--- config.mk ---
export PLATFORM = sky130hd
export DESIGN_NAME = seg_scan_driver
export DESIGN_NICKNAME = d
export VERILOG_FILES = /design/src/rtl/seg_pkg.sv /design/src/rtl/seg_lz_mask.sv /design/src/rtl/seg_scan_driver.sv
export SDC_FILE = /design/constraint.sdc
export NUM_CORES = 1
export LEC_CHECK = 0
export CAP_MARGIN = 40
export CORE_AREA = 2 2 110 112
export CTS_BUF_LIST = sky130_fd_sc_hd__clkbuf_16
export CTS_CLUSTER_SIZE = 24
export DETAILED_ROUTE_END_ITERATION = 6
export DIE_AREA = 0 0 112 114
export HOLD_SLACK_MARGIN = 0.05
export PLACE_DENSITY = 0.87
export SLEW_MARGIN = 15
export SYNTH_ARGS = -nofsm -noshare
export SYNTH_HDL_FRONTEND = slang
export SYNTH_SLANG_ARGS = --single-unit
--- constraint.sdc ---
create_clock -name clk -period 15.5 [get_ports clk]
set_clock_uncertainty 0.1 [all_clocks]
set_input_delay 4.65 -clock clk [delete_from_list [all_inputs] [get_ports clk]]
set_output_delay 4.65 -clock clk [all_outputs]
set_load 0.01 [all_outputs]
--- src/rtl/seg_pkg.sv ---
// rtl/seg_pkg.sv - shared constants, segment font and counter-width helper for the scan driver
package seg_pkg;

    localparam logic [6:0] SEG_OFF = 7'h7F;

    // Active-low a..g, bit 6 = a
    localparam logic [6:0] SEG_FONT [16] = '{
        7'b0000001, 7'b1001111, 7'b0010010, 7'b0000110,
        7'b1001100, 7'b0100100, 7'b0100000, 7'b0001111,
        7'b0000000, 7'b0000100, 7'b0001000, 7'b1100000,
        7'b0110001, 7'b1000010, 7'b0110000, 7'b0111000
    };

    function automatic logic [6:0] seg_font(input logic [3:0] nibble);
        return SEG_FONT[nibble];
    endfunction

    function automatic int cnt_width(input int n);
        return (n > 1) ? $clog2(n) : 1;
    endfunction

endpackage

--- src/rtl/seg_lz_mask.sv ---
// rtl/seg_lz_mask.sv - leading-zero suppression mask; digit 0 is never suppressed
module seg_lz_mask #(
    parameter int N_DIGITS = 8
) (
    input  logic [4*N_DIGITS-1:0] i_value,
    input  logic [N_DIGITS-1:0]   i_digit_en,
    input  logic                  i_lz_suppress,
    output logic [N_DIGITS-1:0]   o_mask
);

    logic w_zero_run;

    // Scan from the most significant digit down; disabled digits do not break the zero run
    always_comb begin
        o_mask     = '0;
        w_zero_run = 1'b1;
        for (int k = N_DIGITS - 1; k >= 0; k--) begin
            if (i_digit_en[k] && (i_value[4*k +: 4] != 4'd0)) begin
                w_zero_run = 1'b0;
            end
            if (k != 0) begin
                o_mask[k] = i_lz_suppress && w_zero_run;
            end
        end
    end

endmodule

--- src/rtl/seg_scan_driver.sv ---
// rtl/seg_scan_driver.sv - multiplexed common-anode seven-segment driver with frame-synchronous update
module seg_scan_driver
    import seg_pkg::*;
#(
    parameter int N_DIGITS     = 8,
    parameter int SCAN_DIV     = 1000,
    parameter int BLINK_FRAMES = 64
) (
    input  logic                  clk,
    input  logic                  rst,
    input  logic                  load,
    input  logic [4*N_DIGITS-1:0] value,
    input  logic [N_DIGITS-1:0]   digit_en,
    input  logic [N_DIGITS-1:0]   dp,
    input  logic [N_DIGITS-1:0]   blink,
    input  logic                  lz_suppress,
    output logic [6:0]            seg_n,
    output logic                  dp_n,
    output logic [N_DIGITS-1:0]   an_n,
    output logic                  frame_done
);

    localparam int PRE_W = cnt_width(SCAN_DIV);
    localparam int IDX_W = cnt_width(N_DIGITS);
    localparam int BLK_W = cnt_width(BLINK_FRAMES);
    localparam int SET_W = 7 * N_DIGITS + 1;

    localparam logic [PRE_W-1:0] PRE_LAST = PRE_W'(SCAN_DIV - 1);
    localparam logic [IDX_W-1:0] IDX_LAST = IDX_W'(N_DIGITS - 1);
    localparam logic [BLK_W-1:0] BLK_LAST = BLK_W'(BLINK_FRAMES - 1);

    logic [SET_W-1:0]      r_pending;
    logic [SET_W-1:0]      r_shadow;
    logic [PRE_W-1:0]      r_pre;
    logic [IDX_W-1:0]      r_idx;
    logic [BLK_W-1:0]      r_blink_cnt;
    logic                  r_blink_phase;
    logic [6:0]            r_seg_n;
    logic                  r_dp_n;
    logic [N_DIGITS-1:0]   r_an_n;
    logic                  r_frame_done;

    logic [SET_W-1:0]      w_live;
    logic                  w_boundary;
    logic [4*N_DIGITS-1:0] w_sh_value;
    logic [N_DIGITS-1:0]   w_sh_en;
    logic [N_DIGITS-1:0]   w_sh_dp;
    logic [N_DIGITS-1:0]   w_sh_blink;
    logic                  w_sh_lz;
    logic [N_DIGITS-1:0]   w_lz_mask;
    logic [3:0]            w_nib;
    logic                  w_en;
    logic                  w_dp;
    logic                  w_blk;
    logic                  w_sup;
    logic [N_DIGITS-1:0]   w_an_sel;
    logic [6:0]            w_seg;
    logic                  w_dp_n;
    logic [N_DIGITS-1:0]   w_an;

    assign w_live     = {lz_suppress, blink, dp, digit_en, value};
    assign w_sh_value = r_shadow[4*N_DIGITS-1:0];
    assign w_sh_en    = r_shadow[5*N_DIGITS-1:4*N_DIGITS];
    assign w_sh_dp    = r_shadow[6*N_DIGITS-1:5*N_DIGITS];
    assign w_sh_blink = r_shadow[7*N_DIGITS-1:6*N_DIGITS];
    assign w_sh_lz    = r_shadow[7*N_DIGITS];
    assign w_boundary = (r_pre == PRE_LAST) && (r_idx == IDX_LAST);

    seg_lz_mask #(
        .N_DIGITS (N_DIGITS)
    ) u_lz_mask (
        .i_value       (w_sh_value),
        .i_digit_en    (w_sh_en),
        .i_lz_suppress (w_sh_lz),
        .o_mask        (w_lz_mask)
    );

    always_comb begin
        w_nib    = '0;
        w_en     = 1'b0;
        w_dp     = 1'b0;
        w_blk    = 1'b0;
        w_sup    = 1'b0;
        w_an_sel = '1;
        for (int k = 0; k < N_DIGITS; k++) begin
            if (r_idx == IDX_W'(k)) begin
                w_nib       = w_sh_value[4*k +: 4];
                w_en        = w_sh_en[k];
                w_dp        = w_sh_dp[k];
                w_blk       = w_sh_blink[k];
                w_sup       = w_lz_mask[k];
                w_an_sel[k] = 1'b0;
            end
        end
    end

    // Suppressed zeros keep the anode on for uniform brightness and still show their point
    always_comb begin
        w_seg  = SEG_OFF;
        w_dp_n = 1'b1;
        w_an   = '1;
        if ((r_pre != '0) && w_en && !(w_blk && r_blink_phase)) begin
            w_an   = w_an_sel;
            w_dp_n = ~w_dp;
            if (!w_sup) begin
                w_seg = seg_font(w_nib);
            end
        end
    end

    // A load on the boundary cycle bypasses straight into the shadow set
    always_ff @(posedge clk or posedge rst) begin
        if (rst) begin
            r_pending <= '0;
            r_shadow  <= '0;
        end else begin
            if (load) begin
                r_pending <= w_live;
            end
            if (w_boundary) begin
                r_shadow <= load ? w_live : r_pending;
            end
        end
    end

    always_ff @(posedge clk or posedge rst) begin
        if (rst) begin
            r_pre         <= '0;
            r_idx         <= '0;
            r_blink_cnt   <= '0;
            r_blink_phase <= 1'b0;
        end else if (w_boundary) begin
            r_pre <= '0;
            r_idx <= '0;
            if (r_blink_cnt == BLK_LAST) begin
                r_blink_cnt   <= '0;
                r_blink_phase <= ~r_blink_phase;
            end else begin
                r_blink_cnt <= r_blink_cnt + 1'b1;
            end
        end else if (r_pre == PRE_LAST) begin
            r_pre <= '0;
            r_idx <= r_idx + 1'b1;
        end else begin
            r_pre <= r_pre + 1'b1;
        end
    end

    always_ff @(posedge clk or posedge rst) begin
        if (rst) begin
            r_seg_n      <= SEG_OFF;
            r_dp_n       <= 1'b1;
            r_an_n       <= '1;
            r_frame_done <= 1'b0;
        end else begin
            r_seg_n      <= w_seg;
            r_dp_n       <= w_dp_n;
            r_an_n       <= w_an;
            r_frame_done <= w_boundary;
        end
    end

    assign seg_n      = r_seg_n;
    assign dp_n       = r_dp_n;
    assign an_n       = r_an_n;
    assign frame_done = r_frame_done;

endmodule

* Word-level counts from Yosys, hierarchy flattened
Memories as Yosys holds them, arrays and structs flattened.
Cells that the tools add are included.
** Operators by class
- $lt $le $gt $ge :: 1
- Bitwise operators :: 3
- Mux-type cells :: 66
- Shift operators :: 0
- $mul :: 0
- Add/subtract/negate cells :: 3
- Reductions and logical operators :: 30
- Div/mod/pow operators :: 0
- Equal/unequal tests :: 9
** Operators with widths (number)
- $mux 57 :: 1
- $mux 1 :: 47
- $mux 4 :: 8
- $mux 7 :: 4
- $reduce_bool 4->1 :: 7
- $mux 10 :: 2
- $logic_and 1x1->1 :: 18
- $eq 3x3->1 const B :: 4
- $add 10x1->10 const B :: 1
- $eq 10x10->1 const B :: 1
- $reduce_bool 10->1 :: 1
- $mux 8 :: 1
- $add 6x1->6 const B :: 1
- $eq 3x2->1 const B :: 2
- $eq 6x6->1 const B :: 1
- $mux 3 :: 2
- $mux 6 :: 1
- $ge 5x5->1 const B :: 1
- $not 4->5 :: 1
- $add 3x1->3 const B :: 1
- $eq 3x1->1 const B :: 1
- $logic_not 3->1 :: 1
- $not 1->1 :: 2
- $reduce_and 2->1 :: 1
- other kinds (2) :: 2
** Word-level totals
- Memories :: 1
- Bits in registers :: 151
- Latch bits :: 0
- Logic and storage cells :: 123
- Bits of input ports :: 60
- Memory bits (read-only) :: 112
- RAM bits :: 0
** Memory list
- (name not given) :: words 16, width 7, rd ports 1, clocked after Yosys merged registers in 0, write ports 0, RTL line seg_pkg.sv:15 : return SEG_FONT[nibble];

* Logic depth before layout (Yosys ltp)
Gate-level depths: netlist (run 1).
- Depth in word-level cells :: 19
- Depth in mapped cells :: 14
- Gate-level depth less buffers :: 12

* Hierarchy
Synthesis (run 1) repeated with hierarchy kept, for this count alone.
** Unflattened totals
- Cells, all modules :: 559
- Area total of the unflattened synthesis :: 6901.6 um2
** Modules (own cells, without submodules)
- seg_scan_driver :: area an instance 6744.0 um2, sequential area each 3798.6 um2, cells an instance 540, instances 1
- seg_lz_mask :: area an instance 157.7 um2, sequential area each 0.0 um2, cells an instance 19, instances 1

* Worst setup path before layout (run 1)
OpenSTA, ideal clock, no wires.
- Path kind :: input to register
- Start :: in load
- End :: reg r_shadow[35]
- Setup time :: 0.125 ns
- Data arrival time :: 5.942 ns
- Stages on the path :: 4
- Slack :: 9.333 ns
- Path through :: clkbuf_1 > clkbuf_1 > mux2_2 > mux2_2
** On the way
- Longest elaborated chain between the ends :: 1
** RTL lines
- start, declared :: RTL line seg_scan_driver.sv:11 : input logic load,
- $mux 57
- end signal, assigned :: RTL line seg_scan_driver.sv:121 : r_shadow <= load ? w_live : r_pending;
- end, declared :: RTL line seg_scan_driver.sv:33 : logic [SET_W-1:0] r_shadow;
No other way between the ends.
A chain may end at the register's enable or synchronous reset.

* Worst setup path in the final report (run 1)
- Start :: reg r_an_n[7], in the netlist an_n[7]
- End :: out an_n[7]
** RTL lines
- start, declared :: RTL line seg_scan_driver.sv:40 : logic [N_DIGITS-1:0] r_an_n;
- start signal, assigned :: RTL line seg_scan_driver.sv:158 : r_an_n <= w_an;
- end, declared :: RTL line seg_scan_driver.sv:19 : output logic [N_DIGITS-1:0] an_n,
No word-level cell between the ends.

==> impl_results.md, run 1 <==
* Crit-path slowest cell: clkdlybuf4s50_1
* Worst path top cell family by delay: buffers and inverters
* Area Overhead vs Synth at 21.6%
* Final setup fails at 0
* Post-synth EDFFs at 0
* Relative slew slack at 0.509
* WP buf/inv at 1
* Overflow after GRT at 0
* CTS tree: done
* Final min period at 6.23 ns
* Clock group share of total power at 0.479
* Nets@finish at 705
* Asr flop ratio synth at 1.00
* # Post-CTS Setup Buffers at 0
* Vias at approximately 4600
* Leak at ~3.6 nW
* DRC violations left at 0
* Yosys cell types at 61
* Drt wl/cell at 18.4 µm
* Die height at 114 µm
* Max-cap violations at 0
* Combinational Power Share at 0.055
* Most frequent cells in the layout: 135 x dfrtp_1, 107 x mux2_2, 75 x clkdlybuf4s50_1, 55 x nand2_1, 29 x o21ai_0
* FP Rows at 40
* Fmax at 160 MHz
* Vias in the first global route at 4856
* Max FO, Critical Path at 1
* Critical Path RT at 10.75 ns
* Port Buffer Count at 76
* Layout cells sized above 1 at 0.269
* Reg clk slew, reported paths at 0.06 ns
* Max incr delay on CP at 0.54 ns
* PwrDens at 107 mW/mm²
* Largest net degree at the start of global routing at between 80 and 90
* Status: finished, final reports clean
* Worst-margin pin slew at ~0.74 ns
* YS warnings at 0
* Clock insertion delay at the later pin of the skew report at 0.42 ns
* Max clock buf depth at 2
* Internal at 0.000703 W
* Die ar. at 0.0128 mm²
* Final period utilization at 0.402
* CP cell instances: clkdlybuf4s50_1
* Core Util, Final at 0.705
* Area after DPL at roughly 0.0076 mm²
* Fin. Hold Viols at 0
* Antenna-violating nets left at 0
* FF+latch count, synth at 151
* Synth Flop Type: dfrtp_1
* Clock root buffer: clkbuf_16
* Critical Path AT at 1.48 ns
* Antenna violations before repair at 0
* Final Cell Area at approximately 0.0083 mm²
* Worst Setup End Kind: primary output
* First-pass GRT wire length at 24.1 mm
* Min-Delay Path Class: reg2reg
* Seq/Total Area, Yosys at 0.559
* Final TNS setup at 0 ns
* CTS H-tree lvls at 4
* Crit Path Category: reg2out
* Switching Share at 0.207
* Sink Count at between 150 and 200
* Post-synthesis cell count at 558
* Max-slew violations at 0
* Worst hold slack at 0.390 ns
* P_sw at 0.000184 W
* Total Wirelength at 14.5 mm
* First DRT Iteration DRCs at 267
* Initial Utilization at 0.580
* CTS Buf Count at 17
* Post-Place Cells at 758
* CTS Hold Bufs at 0
* CTS resizes at 0
* GRT Util Overall at 0.242
* Antenna diodes at 0
* Die X at 112 µm
* Via density per instance at around 6
* Router iterations before antenna repair at 6
* RSZ-0062 raised after global routing: no
* Synthesized area at 0.00679 mm²
* HPWL after DPL at 9.74 mm
* Synth Area per Inst at 12.2 µm²
* Crit start category: flop
* Register share of total power at 0.466
* Final Non-Filler Cells at 790
* I/O pin count at 77
* Core Box Area at 0.0117 mm²
* VDD IR max at 118 µV
* Commonest non-fill, non-tap cell in the layout: dfrtp_1
* Synthesized net count at 632
* GP Congestion at 0.885
## synthesized netlist by cell type (3+ instances only)
cell	number	area share
a21oi_1	24	0.018
a22o_1	3	0.0039
a22oi_1	6	0.0066
and2_1	5	0.0046
buf_2	10	0.0074
buf_4	8	0.0088
clkbuf_1	10	0.0055
dfrtp_1	135	0.50
dfstp_2	16	0.062
ha_1	14	0.026
inv_1	21	0.012
mux2_2	107	0.18
nand2_1	55	0.030
nand2b_1	3	0.0028
nand3_1	11	0.0081
nand3b_1	6	0.0066
nor2_1	22	0.012
nor2b_1	5	0.0046
nor3_1	3	0.0022
o21ai_0	29	0.021
o22ai_1	5	0.0046
o31ai_1	3	0.0033
o41ai_1	4	0.0052
xnor2_1	6	0.0077
## registers in the layout, summed over array words and instances (netlist names)
name	cells
r_shadow	57
r_idx	3
dp_n	1
r_blink_phase	1
an_n	8
r_blink_cnt	6
r_pre	10
frame_done	1
r_pending	57
seg_n	7
## per-layer routing
| metal | global-route usage | share of wire |
|---|---|---|
| met4 | 0.105 | 0.031 |
| met5 | 0 | 0 |
| met2 | 0.432 | 0.53 |
| met3 | 0.0531 | 0.051 |
| met1 | 0.284 | 0.39 |
## worst register-to-register path, cell delays in order (launching register included)
cell	delay (ns)
dfrtp_1	0.63
inv_1	0.48
ha_1	0.61
or2_1	0.29
a21oi_1	0.09
a221oi_1	0.31
o22ai_1	0.14
a22oi_1	0.45
inv_1	0.17
ha_1	0.25
or3_1	0.37
o21ai_0	0.10
o21ai_2	0.08
## kinds of logic (layout without fill, tap and decap cells)
kind of cell / Yosys count / count (layout) / share of synthesized area
xor gates and xnor gates: 8 / 8 / 0.0103
buffers and inverters: 51 / 136 / 0.0356
muxes: 110 / 110 / 0.182
and+or+nand+nor: 124 / 124 / 0.0859
DFF: 151 / 151 / 0.559
AOI/OAI and AO/OA: 100 / 100 / 0.101
adders and majority gates: 14 / 14 / 0.0258
## stage by stage
stage	total power, W	setup WS (ns)
after floorplan	0.000444	6.71
after global placement	0.000465	8.90
after detailed placement	0.000469	8.83
after CTS	0.000893	9.26
after global routing	0.000918	9.24
final	0.000887	9.27
## final cells by class
cell class	instances	area, µm²
sequential	151	3800
inverter	22	87.6
clock inverter	14	181
clock buffer	17	425
tap	147	184
fill	803	3460
multi-input combinational	356	2750
timing repair buffer	83	828
## path summary, 6_finish.rpt
check / start / endpoint / slack (ns) / cells past startpoint
worst max-delay path: an_n[7] / an_n[7] / 9.27 / 1
worst min-delay path: r_pending[56] / r_pending[56] / 0.39 / 1
worst max register to register: r_idx[2] / seg_n[6] / 11.35 / 12
worst min register to register: r_pending[56] / r_pending[56] / 0.39 / 1
max in group asynchronous: rst / an_n[1] / 9.66 / 4
min in group asynchronous: rst / r_pending[26] / 4.63 / 2
## power groups by stage
stage	logic [W]	registers [W]	clock network (W)
finish	0.0000487	0.000413	0.000425
global route	0.0000533	0.000414	0.000450
CTS	0.0000489	0.000413	0.000431
detailed placement	0.0000484	0.000420	0
global placement	0.0000463	0.000419	0
floorplan	0.0000260	0.000418	0
Note: power is estimated with default switching activity, not from simulation.
==> run 2: changes to the inputs <==
Settings changed: CORE_AREA 2 2 110 112 to 2 2 119 121, DIE_AREA 0 0 112 114 to 0 0 121 123, PLACE_DENSITY 0.87 to 0.79.
Clock period 15.5 ns to 5.6 ns, I/O delays scaled along.
==> impl_results.md, run 2 (synthesized netlist as in run 1, its figures left out) <==
* # Post-CTS Setup Buffers at 0 (unchanged)
* Worst Setup End Kind: flop (was primary output)
* Router iterations before antenna repair at 6 (unchanged)
* I/O pin count at 77 (unchanged)
* Register share of total power at 0.469 (was 0.466)
* Critical Path RT at 5.85 ns (was 10.75 ns)
* Fillers at 1032 (was 803)
* Core Box Area at 0.0136 mm² (was 0.0117 mm²)
* Drt wl/cell at 17.8 µm (was 18.4 µm)
* Pwr Total at 0.00244 W (was 0.000887 W)
* Min-Delay Path Class: reg2reg (unchanged)
* Met3 wire len at 689 µm (was 747 µm)
* Clock group share of total power at 0.475 (was 0.479)
* FP Rows at 43 (was 40)
* Hold_sp: r_pending[56] (unchanged)
* RSZ-0062 raised after global routing: no (unchanged)
* Worst r2r dst: seg_n[6] (unchanged)
* Max-slew violations at 0 (unchanged)
* WL met2 at 7.66 mm (was 7.74 mm)
* Vias at 4654 (was 4609)
* Die height at 123 µm (was 114 µm)
* Area Overhead vs Synth at 23.2% (was 21.6%)
* CTS Buf Count at 17 (unchanged)
* Max incr delay on CP at 0.60 ns (was 0.54 ns)
* Final setup margin at 1.63 ns (was 9.27 ns)
* Via density per instance at 5.63 (was 5.83)
* Hold Path Depth at 1 (unchanged)
* Leak at 3.61 nW (was 3.59 nW)
* Worst-margin pin slew at 0.776 ns (was 0.736 ns)
* GRT Util Overall at 0.212 (was 0.242)
* HPWL after DPL at 10.2 mm (was 9.74 mm)
* Final setup fails at 0 (unchanged)
* Critical Path AT at 4.22 ns (was 1.48 ns)
* CTS tree: done (unchanged)
* Max-cap violations at 0 (unchanged)
* Antenna violations before repair at 0 (unchanged)
* CTS resizes at 0 (unchanged)
* CP cell instances: inv_1 > ha_1 > or2_1 > a21oi_1 > a221oi_1 > o22ai_1 > a22oi_1 > inv_1 > ha_1 > or3_1 > o21ai_0 > o21ai_2 (was clkdlybuf4s50_1)
* R2R depth at 12 (unchanged)
* Fmax at 252 MHz
* DRC violations left at 0 (unchanged)
* CTS Hold Bufs at 0 (unchanged)
* CTS H-tree lvls at 4 (unchanged)
* Die X at 121 µm (was 112 µm)
* Largest regs: r_pending: 57 flops, r_shadow: 57 flops, r_pre: 10 flops (unchanged)
* R2R Setup Slk at 1.63 ns (was 11.35 ns)
* Initial Utilization at 0.499 (was 0.580)
* DP Worst Slack at 1.77 ns (was 8.83 ns)
* Final period utilization at 0.709
* Core Util, Final at 0.614 (was 0.705)
* Crit Path Category: reg2reg (was reg2out)
* Clock insertion delay at the later pin of the skew report at 0.42 ns (about the same)
* Hold Path End: r_pending[56] (unchanged)
* Antenna-violating nets left at 0 (unchanged)
* Port Buffer Count at 76 (unchanged)
* Nets@finish at 708 (was 705)
* Largest net degree at the start of global routing at 67 (was 85)
* Sink Count at 151 (unchanged)
* Status: finished, final reports clean (unchanged)
* Total Wirelength at 14.7 mm (was 14.5 mm)
* Crit start category: flop (unchanged)
* First DRT Iteration DRCs at 313 (was 267)
* Final TNS setup at 0 ns (unchanged)
* Fin. Hold Viols at 0 (unchanged)
* Most frequent cells in the layout: 135 x dfrtp_1, 107 x mux2_2, 75 x clkdlybuf4s50_1, 55 x nand2_1, 29 x o21ai_0 (unchanged)
* Internal at 0.00191 W (was 0.000703 W)
* Max clock buf depth at 2 (unchanged)
* P_sw at 0.000525 W (was 0.000184 W)
* Final Cell Area at 0.00836 mm² (was 0.00826 mm²)
* VDD IR max at 207 µV (was 118 µV)
* First-pass GRT wire length at 24.4 mm (was 24.1 mm)
* Combinational Power Share at 0.056 (was 0.055)
* Vias in the first global route at 4860 (was 4856)
* Storage element area at 0.00380 mm² (unchanged)
* M1 WL at 6.03 mm (was 5.60 mm)
* GP Congestion at 0.904 (was 0.885)
* Critical R2R Launch: r_idx[2] (unchanged)
* Switching Share at 0.215 (was 0.207)
* DR top layer: met4 (unchanged)
* Max FO, Critical Path at 20 (was 1)
* Commonest non-fill, non-tap cell in the layout: dfrtp_1 (unchanged)
* Area of the multi-input gates at 0.00275 mm² (unchanged)
* Layout cells sized above 1 at 0.277 (was 0.269)
* Clock root buffer: clkbuf_16 (unchanged)
* Final min period at about 4 ns
* Antenna diodes at 0 (unchanged)
* PwrDens at 292 mW/mm² (was 107 mW/mm²)
* Overflow after GRT at 0 (unchanged)
* Crit-path slowest cell: dfrtp_1 (was clkdlybuf4s50_1)
* Relative slew slack at 0.482 (was 0.509)
* Reg clk slew, reported paths at 0.06 ns (about the same)
* Die ar. at 0.0149 mm² (was 0.0128 mm²)
* Area after DPL at 0.00776 mm² (was 0.00762 mm²)
==> run 2: changes by cell type in the layout (fill, tap and decap cells not counted), moves of 2 or more <==
| cell | previous run | this run |
|---|---|---|
| buf_8 | 0 | 2 |
| buf_12 | 0 | 4 |
| buf_4 | 6 | 4 |
| clkinv_4 | 1 | 5 |
| clkinvlp_4 | 2 | 4 |
| clkinv_1 | 4 | 1 |
==> run 2: worst max path at each step <==
stage                   from           end  slack (ns)  depth (start not counted)
floorplan                rst    frame_done        1.93                          1
global placement        load  r_shadow[55]        1.93                          4
detailed placement  r_idx[2]      seg_n[6]        1.77                         12
CTS                 r_idx[2]      seg_n[6]        1.75                         12
global route        r_idx[2]      seg_n[6]        1.40                         12
finish              r_idx[2]      seg_n[6]        1.63                         12
==> run 2: critical path, delay by kind of cell (launching register included) <==
kind                       cells  cell delay, ns
DFF                            1            0.60
buffers and inverters          2            0.59
adders and majority gates      2            0.79
and+or+nand+nor                2            0.68
AOI/OAI and AO/OA              6            1.13
==> run 2: power groups by stage <==
stage | Clock (W) | Combinational (W) | Sequential [W]
detailed placement | 0 | 0.000138 | 0.00116
CTS | 0.00117 | 0.000140 | 0.00114
global placement | 0 | 0.000130 | 0.00116
global route | 0.00122 | 0.000150 | 0.00115
floorplan | 0 | 0.0000722 | 0.00116
finish | 0.00116 | 0.000136 | 0.00114
==> run 2: area by class of cell <==
class | count | area share
Clock inverter | 15 | 0.0217
Sequential cell | 151 | 0.454
Timing Repair Buffer | 86 | 0.107
Clock buffer | 17 | 0.0509
Inverter | 22 | 0.0103
Multi-Input combinational cell | 356 | 0.329
Tap cell | 180 | 0.0269
==> run 2: per-layer routing <==
metal / vias up / track usage
met5: - / 0
met4: 0 / 0.0821
met3: 27 / 0.0544
met2: 138 / 0.366
met1: 2359 / 0.255
li1: 2130 / -
==> run 2: per-stage QoR <==
stage / instances / hold slack [ns]
finish: 827 / 0.393
global route: 827 / 0.412
floorplan: 558 / 0.345
CTS: 827 / 0.397
global placement: 790 / 0.366
detailed placement: 795 / 0.384
==> run 3: changes to the inputs <==
Settings changed: CORE_AREA 2 2 119 121 to 2 2 114 116, DIE_AREA 0 0 121 123 to 0 0 116 118, PLACE_DENSITY 0.79 to 0.82.
Clock period 5.6 ns to 3.9 ns, I/O delays scaled along.
==> impl_results.md, run 3 (synthesized netlist as in run 1, its figures left out) <==
* FP Rows at 41 (was 43)
* VDD IR max at 242 µV (was 207 µV)
* Critical Path AT at 3.60 ns (was 4.22 ns)
* Final setup fails at 0 (unchanged)
* Overflow after GRT at 0 (unchanged)
* Max FO, Critical Path at 15 (was 20)
* CP cell instances: ha_1 > ha_1 > or2_1 > a21oi_1 > a221oi_1 > o22ai_1 > a22oi_1 > inv_1 > ha_1 > or3_1 > o21ai_0 > o21ai_2 (was inv_1 > ha_1 > or2_1 > a21oi_1 > a221oi_1 > o22ai_1 > a22oi_1 > inv_1 > ha_1 > or3_1 > o21ai_0 > o21ai_2)
* Worst Setup End Kind: flop (unchanged)
* Router iterations before antenna repair at 6 (unchanged)
* RSZ-0062 raised after global routing: no (unchanged)
* Min-Delay Path Class: reg2reg (unchanged)
* Clock root buffer: clkbuf_16 (unchanged)
* Worst-margin pin slew at 0.716 ns (was 0.776 ns)
* # Post-CTS Setup Buffers at 0 (unchanged)
* Leak at 3.62 nW (was 3.61 nW)
* Max-slew violations at 0 (unchanged)
* Crit Path Category: reg2reg (unchanged)
* Worst hold slack at 0.378 ns (was 0.393 ns)
* Max-cap violations at 0 (unchanged)
* First-pass GRT wire length at 24.4 mm (about the same)
* Vias at 4617 (was 4654)
* Nets@finish at 709 (was 708)
* GP Congestion at 0.934 (was 0.904)
* Relative slew slack at 0.523 (was 0.482)
* CTS Buf Count at 17 (unchanged)
* Antenna diodes at 0 (unchanged)
* DRC violations left at 0 (unchanged)
* Sink Count at 151 (unchanged)
* Register share of total power at 0.465 (was 0.469)
* WP buf/inv at 1 (was 2)
* I/O pin count at 77 (unchanged)
* HPWL after DPL at 10.0 mm (was 10.2 mm)
* Antenna-violating nets left at 0 (unchanged)
* Die ar. at 0.0137 mm² (was 0.0149 mm²)
* Max incr delay on CP at 0.48 ns (was 0.60 ns)
* Switching Share at 0.207 (was 0.215)
* Status: finished, final reports clean (unchanged)
* Fmax at 298 MHz (was 252 MHz)
* Largest regs: r_pending: 57 flops, r_shadow: 57 flops, r_pre: 10 flops (unchanged)
* Die height at 118 µm (was 123 µm)
* Crit-path slowest cell: ha_1 (was dfrtp_1)
* Clock group share of total power at 0.479 (was 0.475)
* Largest net degree at the start of global routing at 66 (was 67)
* Critical Path RT at 4.15 ns (was 5.85 ns)
* Internal at 0.00280 W (was 0.00191 W)
* Reg clk slew, reported paths at 0.06 ns (about the same)
* Die X at 116 µm (was 121 µm)
* Worst path top cell family by delay: compound AO/OA/AOI/OAI gates (unchanged)
* Via density per instance at 5.63 (about the same)
* Most frequent CP cell: ha_1
* Commonest non-fill, non-tap cell in the layout: dfrtp_1 (unchanged)
* CTS tree: done (unchanged)
* CTS H-tree lvls at 4 (unchanged)
* Layout cells sized above 1 at 0.275 (was 0.277)
* P_sw at 0.000731 W (was 0.000525 W)
* CTS Hold Bufs at 0 (unchanged)
* Max clock buf depth at 2 (unchanged)
* Drt wl/cell at 17.9 µm (was 17.8 µm)
* Antenna violations before repair at 0 (unchanged)
* Port Buffer Count at 76 (unchanged)
* Final period utilization at 0.859 (was 0.709)
* Final min period at 3.35 ns (was 3.97 ns)
* Fin. Hold Viols at 0 (unchanged)
* Final TNS setup at 0 ns (unchanged)
* First DRT Iteration DRCs at 283 (was 313)
* Combinational Power Share at 0.055 (was 0.056)
* Total Wirelength at 14.6 mm (was 14.7 mm)
* Clock insertion delay at the later pin of the skew report at 0.42 ns (about the same)
* Initial Utilization at 0.547 (was 0.499)
* Most frequent cells in the layout: 135 x dfrtp_1, 107 x mux2_2, 75 x clkdlybuf4s50_1, 55 x nand2_1, 29 x o21ai_0 (unchanged)
* CTS resizes at 0 (unchanged)
* Vias in the first global route at 4880 (was 4860)
* Area Overhead vs Synth at 22.8% (was 23.2%)
* Core Box Area at 0.0124 mm² (was 0.0136 mm²)
* Crit start category: flop (unchanged)
* GRT Util Overall at 0.231 (was 0.212)
* Pwr Total at 0.00353 W (was 0.00244 W)
* PwrDens at 423 mW/mm² (was 292 mW/mm²)
==> run 3: power by group through the flow <==
stage | clock [W] | combinational (W) | sequential (W)
2_1_floorplan | 0 | 0.000104 | 0.00166
6_report | 0.00169 | 0.000195 | 0.00164
3_5_place_dp | 0 | 0.000197 | 0.00167
4_1_cts | 0.00172 | 0.000200 | 0.00164
3_3_place_gp | 0 | 0.000190 | 0.00167
5_1_grt | 0.00179 | 0.000216 | 0.00165
==> run 3: final cells by class <==
type	instances	area (µm²)
fillers	948	4080
flip-flops and latches	151	3800
multi-input cells	356	2750
repair buffers	87	876
clock buffers	17	425
well taps	172	215
clock inverters	15	188
inverters	22	86.3
==> run 3: worst register-to-register path, delay by kind of cell, from the launching register on <==
| family | cells | cell delay [ns] |
|---|---|---|
| AO/OA/AOI/OAI | 6 | 1.07 |
| adder cells (fa/ha/maj) | 3 | 0.93 |
| AND/OR/NAND/NOR | 2 | 0.64 |
| flip-flops | 1 | 0.41 |
| buffers and inverters | 1 | 0.15 |
==> run 3: metal layers <==
| metal | share of wire | wire [µm] | global-route usage |
|---|---|---|---|
| met4 | 0.018 | 259 | 0.0796 |
| met2 | 0.52 | 7610 | 0.391 |
| met5 | 0 | 0 | 0 |
| met3 | 0.050 | 725 | 0.0515 |
| met1 | 0.41 | 6060 | 0.291 |
==> run 3: worst paths after layout <==
path                                 from             end  slack, ns  cells after the start
max                              r_idx[0]        seg_n[6]       0.55                     12
min                        r_blink_cnt[5]  r_blink_cnt[5]       0.38                      1
max reg2reg                      r_idx[0]        seg_n[6]       0.55                     12
min reg2reg                r_blink_cnt[5]  r_blink_cnt[5]       0.38                      1
max in group asynchronous             rst         an_n[0]       1.84                      3
min in group asynchronous             rst    r_shadow[20]       1.10                      2
==> run 3: stage by stage <==
step	std cells	util	setup WS (ns)	cell area [µm²]
detailed placement	788	0.622	0.646	7730
CTS	820	0.672	0.617	8340
finish	820	0.672	0.549	8340
global route	820	0.672	0.322	8340
floorplan	558	-	0.740	6790
global placement	788	0.622	0.788	7730
